`config.mk`:
```
export PLATFORM = sky130hd
export DESIGN_NAME = id_ex_hazard_stage
export DESIGN_NICKNAME = d
export VERILOG_FILES = /design/src/rtl/id_ex_hazard_stage_pkg.sv /design/src/rtl/id_ex_hazard_stage_detector.sv /design/src/rtl/id_ex_hazard_stage.sv
export SDC_FILE = /design/constraint.sdc
export NUM_CORES = 1
export LEC_CHECK = 0
export CAP_MARGIN = 20
export CELL_PAD_IN_SITES_DETAIL_PLACEMENT = 1
export CELL_PAD_IN_SITES_GLOBAL_PLACEMENT = 2
export CORE_MARGIN = 2
export CORE_UTILIZATION = 24
export DETAILED_ROUTE_END_ITERATION = 12
export PLACE_DENSITY = 0.85
export SLEW_MARGIN = 20
export SYNTH_ARGS = -nofsm -noshare
export SYNTH_HDL_FRONTEND = slang
export SYNTH_HIERARCHICAL = 1
export SYNTH_SLANG_ARGS = --single-unit
export TNS_END_PERCENT = 5
```
`constraint.sdc`:
```
create_clock -name clk -period 3.5 [get_ports clk]
set_input_delay 0.35 -clock clk [delete_from_list [all_inputs] [get_ports clk]]
set_output_delay 0.35 -clock clk [all_outputs]
set_load 0.05 [all_outputs]
```
`src/rtl/id_ex_hazard_stage_pkg.sv`:
```
// Shared RV32I pipeline types: register index and the ID/EX stage payload.
package rv32i_types;

  typedef logic [4:0] rv32i_reg;

  typedef struct packed {
    logic        valid;
    rv32i_reg    rs1;
    rv32i_reg    rs2;
    rv32i_reg    rd;
    logic        load_regfile;
    logic        is_load;
    logic [31:0] pc;
  } id_ex_stage_t;

  // All-zero payload: no valid, no write-enable, so forwarding can never match it.
  localparam id_ex_stage_t ID_EX_BUBBLE = '0;

endpackage

```
`src/rtl/id_ex_hazard_stage_detector.sv`:
```
// Combinational load-use hazard check between the instruction in ID/EX and the one in IF/ID.
module load_use_detector
  import rv32i_types::*;
(
  input  logic     if_valid,
  input  rv32i_reg if_rs1,
  input  rv32i_reg if_rs2,
  input  logic     if_uses_rs1,
  input  logic     if_uses_rs2,
  input  logic     ex_valid,
  input  logic     ex_is_load,
  input  rv32i_reg ex_rd,
  output logic     hazard
);

  logic rs1_hit, rs2_hit;

  assign rs1_hit = if_uses_rs1 & (if_rs1 == ex_rd);
  assign rs2_hit = if_uses_rs2 & (if_rs2 == ex_rd);
  // x0 is never written, so a load targeting it cannot create a dependency.
  assign hazard  = if_valid & ex_valid & ex_is_load & (ex_rd != 5'd0) & (rs1_hit | rs2_hit);

endmodule

```
`src/rtl/id_ex_hazard_stage.sv`:
```
// ID/EX pipeline register with load-use bubble insertion and a saturating bubble counter.
module id_ex_hazard_stage
  import rv32i_types::*;
#(
  parameter int CTRL_W = 32,
  parameter int CNT_W  = 32
) (
  input  logic              clk,
  input  logic              rst,
  input  logic              IF_ID_valid_i,
  input  logic [4:0]        IF_ID_rs1_i,
  input  logic [4:0]        IF_ID_rs2_i,
  input  logic [4:0]        IF_ID_rd_i,
  input  logic              IF_ID_uses_rs1_i,
  input  logic              IF_ID_uses_rs2_i,
  input  logic              IF_ID_load_regfile_i,
  input  logic              IF_ID_is_load_i,
  input  logic [31:0]       IF_ID_pc_i,
  input  logic [CTRL_W-1:0] IF_ID_ctrl_i,
  input  logic              mem_stall_i,
  input  logic              flush_i,
  input  logic              perf_clr_i,
  output logic              ID_EX_valid_o,
  output logic [4:0]        ID_EX_rs1_o,
  output logic [4:0]        ID_EX_rs2_o,
  output logic [4:0]        ID_EX_rd_o,
  output logic              ID_EX_load_regfile_o,
  output logic              ID_EX_is_load_o,
  output logic [31:0]       ID_EX_pc_o,
  output logic [CTRL_W-1:0] ID_EX_ctrl_o,
  output logic              load_use_stall_o,
  output logic [CNT_W-1:0]  bubble_cnt_o
);

  id_ex_stage_t      stage_q, stage_cap;
  logic [CTRL_W-1:0] ctrl_q;
  logic [CNT_W-1:0]  cnt_q;
  logic              hazard;

  load_use_detector u_det (
    .if_valid    (IF_ID_valid_i),
    .if_rs1      (IF_ID_rs1_i),
    .if_rs2      (IF_ID_rs2_i),
    .if_uses_rs1 (IF_ID_uses_rs1_i),
    .if_uses_rs2 (IF_ID_uses_rs2_i),
    .ex_valid    (stage_q.valid),
    .ex_is_load  (stage_q.is_load),
    .ex_rd       (stage_q.rd),
    .hazard      (hazard)
  );

  assign load_use_stall_o = hazard & ~flush_i;

  always_comb begin
    stage_cap              = ID_EX_BUBBLE;
    stage_cap.valid        = IF_ID_valid_i;
    stage_cap.rs1          = IF_ID_rs1_i;
    stage_cap.rs2          = IF_ID_rs2_i;
    stage_cap.rd           = IF_ID_rd_i;
    stage_cap.load_regfile = IF_ID_valid_i & IF_ID_load_regfile_i;
    stage_cap.is_load      = IF_ID_valid_i & IF_ID_is_load_i;
    stage_cap.pc           = IF_ID_pc_i;
  end

  // Bubbles leave ctrl untouched; it is don't-care whenever valid is 0.
  always_ff @(posedge clk or posedge rst) begin
    if (rst) begin
      stage_q <= ID_EX_BUBBLE;
      ctrl_q  <= '0;
    end else if (!mem_stall_i) begin
      if (flush_i || hazard) begin
        stage_q <= ID_EX_BUBBLE;
      end else begin
        stage_q <= stage_cap;
        ctrl_q  <= IF_ID_ctrl_i;
      end
    end
  end

  // Clear wins over a coincident bubble increment.
  always_ff @(posedge clk or posedge rst) begin
    if (rst) begin
      cnt_q <= '0;
    end else if (!mem_stall_i) begin
      if (perf_clr_i)
        cnt_q <= '0;
      else if (hazard && !flush_i && (cnt_q != {CNT_W{1'b1}}))
        cnt_q <= cnt_q + 1'b1;
    end
  end

  assign ID_EX_valid_o        = stage_q.valid;
  assign ID_EX_rs1_o          = stage_q.rs1;
  assign ID_EX_rs2_o          = stage_q.rs2;
  assign ID_EX_rd_o           = stage_q.rd;
  assign ID_EX_load_regfile_o = stage_q.load_regfile;
  assign ID_EX_is_load_o      = stage_q.is_load;
  assign ID_EX_pc_o           = stage_q.pc;
  assign ID_EX_ctrl_o         = ctrl_q;
  assign bubble_cnt_o         = cnt_q;

endmodule

```
==> qor.yml, run 1 <==
track_usage: 0.166
irDropWorstVdd_mv: 0.305
max_cap_violations: 0
arrival_ns: 2.91
crit_type: "flip-flop to output port"
netlist_instances: 419
gr-total-overflow: 0
drt_iter0_drc: 149
drive_gt1_frac: 0.144
r2r-end: "bubble_cnt_o[10]"
wl_per_cell_um: 19.5
dp_hpwl_um: 12800
routabilityCongestion: 0.780
yosys_warnings: 6
worst_setup_path_end_kind: "output port"
seq_area_frac_synth: 0.563
setup_viol: 0
seqCellArea_mm2: 0.00285
async_reset_ff_frac: 1.00
n_fill_cell: 2288
cts_buffers: 17
reg2reg_slack_ns: 0.55
final_cell_mix: "clkdlybuf4s50_1, dfrtp_1, a22o_1"
power_frac_seq: 0.356
ios: 204
p_clk_frac: 0.356
cp.depth: 6
cp_top_family: "buffers and inverters"
cpPeakStageDelay_ns: 0.87
worst_slack_ns: 0.238
multi_input_area_mm2: 0.00208
synth_edf_count: 0
post-place-ws_ns: 0.313
ys_ff_latch: 114
finalHoldViolCount: 0
grt_pass1_vias: 5045
fin_util: 0.382
synthDistinctLibCells: 51
synthFlopType: "dfrtp_1"
cts-root-buf: "clkbuf_16"
status: "completed"
final-max-slew-violation-count: 0
drc: 0
worstSetupStartpoint: "ID_EX_rd_o[4]"
skew_ns: 0.00759
r2r-start: "ID_EX_rd_o[0]"
cts_tree: "done"
area_delta_synth_final_pct: 57.4
fin_area_mm2: 0.00798
wirelength_um: 17800
cp_num_buf_inv: 1
cts_resized: 0
synth_nets: 509
p_per_area_mw_per_mm2: 578
nNetsFinal: 714
placementRows: 53
slew-limit-headroom: 0.571
clock-sinks: 114
fin_crit_ns: 3.26
clkLatencyLatePin_ns: 0.41
die_x_um: 149
drtPass1Iterations: 4
r2r_cells: 10
p_int_mw: 2.92
io_buffers: 203
cts_hold_buf: 0
path_cells: "xor2_1 -> nor4_1 -> nand3_1 -> a21oi_1 -> nor2b_1 -> clkdlybuf4s50_1"
period_share: 0.932
worst_pin_slew_ns: 0.643
setup_tns_ns: 0
rsz0062_at_grt: "no"
swShare: 0.367
cts_buffer_depth: 2
grt_start_max_net_pins: 54
syn-cell-area_mm2: 0.00507
grt_pass1_wl_um: 28600
p_sw_mw: 1.70
vias: 4518
p_leak_nw: 3.22
die_area_mm2: 0.0223
path_clk_slew_ns: 0.06
viasPerCell: 4.95
die_h_um: 149
cp_max_fo: 5
avgSynthCellArea_um2: 12.1
antenna_left: 0
cts_setup_buffers: 0
antenna_found_initial: 0
placed_area_mm2: 0.00742
hold_class: "input port to async pin"
p_comb_frac: 0.288
core-area_mm2: 0.0209
worst_ep_required_time_ns: 3.15
cp_slowest_cell: "clkdlybuf4s50_1"
fmax_ghz: 0.307
start_kind: "flip-flop"
n_antenna_cell: 0
h-tree-depth: 4
start_util: 0.243
layout_commonest_cell: "clkdlybuf4s50_1"
==> how the worst max path moves through the flow <==
stage / end
CTS: load_use_stall_o
global route: load_use_stall_o
finish: load_use_stall_o
detailed placement: bubble_cnt_o[12]
floorplan: bubble_cnt_o[30]
global placement: load_use_stall_o
==> cell usage after synthesis, drive strengths merged, types with 3 or more instances <==
master   count  area (um^2)
o2bb2ai      7         61.3
inv          3         11.3
nand3       18          103
o211ai       6         45.0
xor2         8         70.1
a21oi        8         40.0
nor2        11         41.3
nor4        10         62.6
nor2b        3         18.8
clkbuf      23         86.3
o21ai       10         50.1
dfrtp      114         2850
nand2b       3         18.8
o31ai        5         37.5
or4          4         33.8
a211o        4         35.0
nor3        11         55.1
o311ai       4         35.0
o41ai        5         43.8
and3         5         31.3
a21o         5         37.5
a22o        48          420
nor4b        3         41.3
nand4       14         87.6
nand2       11         41.3
mux2        33          372
buf          6         43.8
or3          8         52.6
or2          8         50.1
==> power by group through the flow <==
stage	Clock, mW	Combinational (mW)	Sequential (mW)
after floorplan	0	0.279	2.16
after global placement	0	1.31	1.65
after detailed placement	0	1.34	1.66
after CTS	1.68	1.34	1.64
after global routing	1.75	1.40	1.67
final	1.64	1.33	1.64
==> metal layers <==
metal | up-vias | wire length [um] | GRT usage
met5 | - | 0 | 0
met4 | 0 | 282 | 0.0543
met3 | 21 | 1350 | 0.0618
met2 | 148 | 9040 | 0.285
met1 | 2317 | 7100 | 0.191
li1 | 2032 | - | -
==> stage by stage <==
step                      std cells  hold slack, ns  total power, mW
after global routing            912           0.406             4.82
after CTS                       912           0.395             4.67
after floorplan                 419           0.479             2.44
after global placement          880           0.478             2.96
final                           912           0.367             4.61
after detailed placement        880           0.490             3.00
==> state kept, by name (all words and copies together), names as in the netlist <==
signal / count
ID_EX_rs1_o: 5
ID_EX_rs2_o: 5
ID_EX_valid_o: 1
ID_EX_load_regfile_o: 1
ID_EX_is_load_o: 1
ID_EX_ctrl_o: 32
ID_EX_pc_o: 32
bubble_cnt_o: 32
ID_EX_rd_o: 5
==> final cells by class <==
class	instances	area share
Tap cell	275	0.0431
Clock inverter	14	0.0144
Timing Repair Buffer	215	0.267
Inverter	3	0.00173
Sequential cell	114	0.358
Multi-Input combinational cell	273	0.261
Clock buffer	18	0.0551
==> logic make-up (layout without fill, tap and decap cells) <==
group	after synthesis	after routing	synth area share
AOI/OAI and AO/OA	112	112	0.178
xor gates and xnor gates	10	10	0.0173
adders and majority gates	1	1	0.00247
buffers and inverters	32	250	0.0279
muxes	35	35	0.0773
DFF	114	114	0.563
and+or+nand+nor	115	115	0.135
Note: power is estimated with default switching activity, not from simulation.
==> run 2, diff against run 1 <==
CORE_UTILIZATION = 29   (was 24)
PLACE_DENSITY = 0.95   (was 0.85)
clock period = 4.15 ns   (was 3.5 ns; I/O delays follow)
==> qor.yml, run 2 (synthesis results as in run 1) <==
status: "completed"
grt_pass1_vias: 4935
wl_per_cell_um: 20.1
cpPeakStageDelay_ns: 0.88
nNetsFinal: 710
routabilityCongestion: 0.826
vias: 4522
worst_hold_slack_ns: 0.473
antenna_found_initial: 0
total_power_mw: 4.18
grt_start_max_net_pins: 59
cts_resized: 0
n_fill_cell: 1822
worst_setup_path_end_kind: "output port"
die_h_um: 136
hold_class: "input port to async pin"
ios: 204
placed_area_mm2: 0.00733
h-tree-depth: 4
path_cells: "xor2_1 -> nor4_1 -> nand3_1 -> a21oi_1 -> nor2b_1 -> clkdlybuf4s50_1"
drtPass1Iterations: 4
period_share: 0.792
viasPerCell: 5.28
core-area_mm2: 0.0172
highest_layer: "met4"
cts_tree: "done"
final_cell_mix: "clkdlybuf4s50_1, dfrtp_1, a22o_1"
finalHoldViolCount: 0
dp_hpwl_um: 12100
fin_area_mm2: 0.00800
die_area_mm2: 0.0186
clkLatencyLatePin_ns: 0.42
cts_buffer_depth: 2
wl_met2_um: 8730
setup_tns_ns: 0
cts_setup_buffers: 0
worst_slack_ns: 0.864
cp_slowest_cell: "clkdlybuf4s50_1"
wirelength_um: 17200
start_util: 0.295
worst_ep_required_time_ns: 3.73
cts_hold_buf: 0
cp_max_fo: 5
clock-sinks: 114
setup_viol: 0
start_kind: "flip-flop"
drive_gt1_frac: 0.138
gr-total-overflow: 0
fin_util: 0.466
fin_crit_ns: 3.29
rsz0062_at_grt: "no"
max_cap_violations: 0
drc: 0
irDropWorstVdd_mv: 0.293
p_per_area_mw_per_mm2: 522
n_antenna_cell: 0
cts_buffers: 17
worst_pin_slew_ns: 1.02
track_usage: 0.193
slew-limit-headroom: 0.323
io_buffers: 203
crit_type: "flip-flop to output port"
path_clk_slew_ns: 0.06
post-place-ws_ns: 0.704
p_leak_nw: 3.25
final-max-slew-violation-count: 0
reg2reg_slack_ns: 1.12
wl_met3_um: 1160
skew_ns: 0.00684
cts-root-buf: "clkbuf_16"
layout_commonest_cell: "clkdlybuf4s50_1"
fmax_ghz: 0.304
placementRows: 48
grt_pass1_wl_um: 27300
fin_cells: 857
arrival_ns: 2.87
wl_met1_um: 6890
placed_cells: 826
die_x_um: 136
area_delta_synth_final_pct: 57.9
drt_iter0_drc: 237
antenna_left: 0
-- run 2: final timing paths --
path                                from                to  cells after the start
max                        ID_EX_rd_o[4]  load_use_stall_o                      6
min                                  rst  ID_EX_ctrl_o[19]                      2
max reg2reg                ID_EX_rd_o[0]  bubble_cnt_o[11]                      9
min reg2reg                ID_EX_pc_o[0]     ID_EX_pc_o[0]                      1
max in group asynchronous            rst  ID_EX_ctrl_o[21]                      3
min in group clk           ID_EX_pc_o[0]     ID_EX_pc_o[0]                      1
-- run 2: per-layer routing --
layer  up-vias  GRT usage
met1      2321      0.219
li1       2022          -
met4         0     0.0781
met5         -          0
met3        29     0.0660
met2       150      0.331
-- run 2: power by group --
group | leakage [nW] | switching (mW) | internal [mW]
clock | 0.318 | 0.541 | 1.14
sequential | 1.40 | 0.146 | 1.24
combinational | 1.53 | 0.692 | 0.420
-- run 2: area by class of cell --
class | count | area [um^2] | area share
timing repair buffer | 211 | 2100 | 0.262
clock inverter | 13 | 234 | 0.0292
tap | 225 | 282 | 0.0352
sequential | 114 | 2850 | 0.356
clock buffer | 18 | 439 | 0.0549
multi-input combinational | 273 | 2080 | 0.260
inverter | 3 | 13.8 | 0.00172
-- run 2: critical path: cells and delay by family (launching register included) --
family | cells | cell delay, ns
flops | 1 | 0.46
simple gates | 3 | 0.63
xor+xnor | 1 | 0.22
compound gates | 1 | 0.25
buf+inv | 1 | 0.88
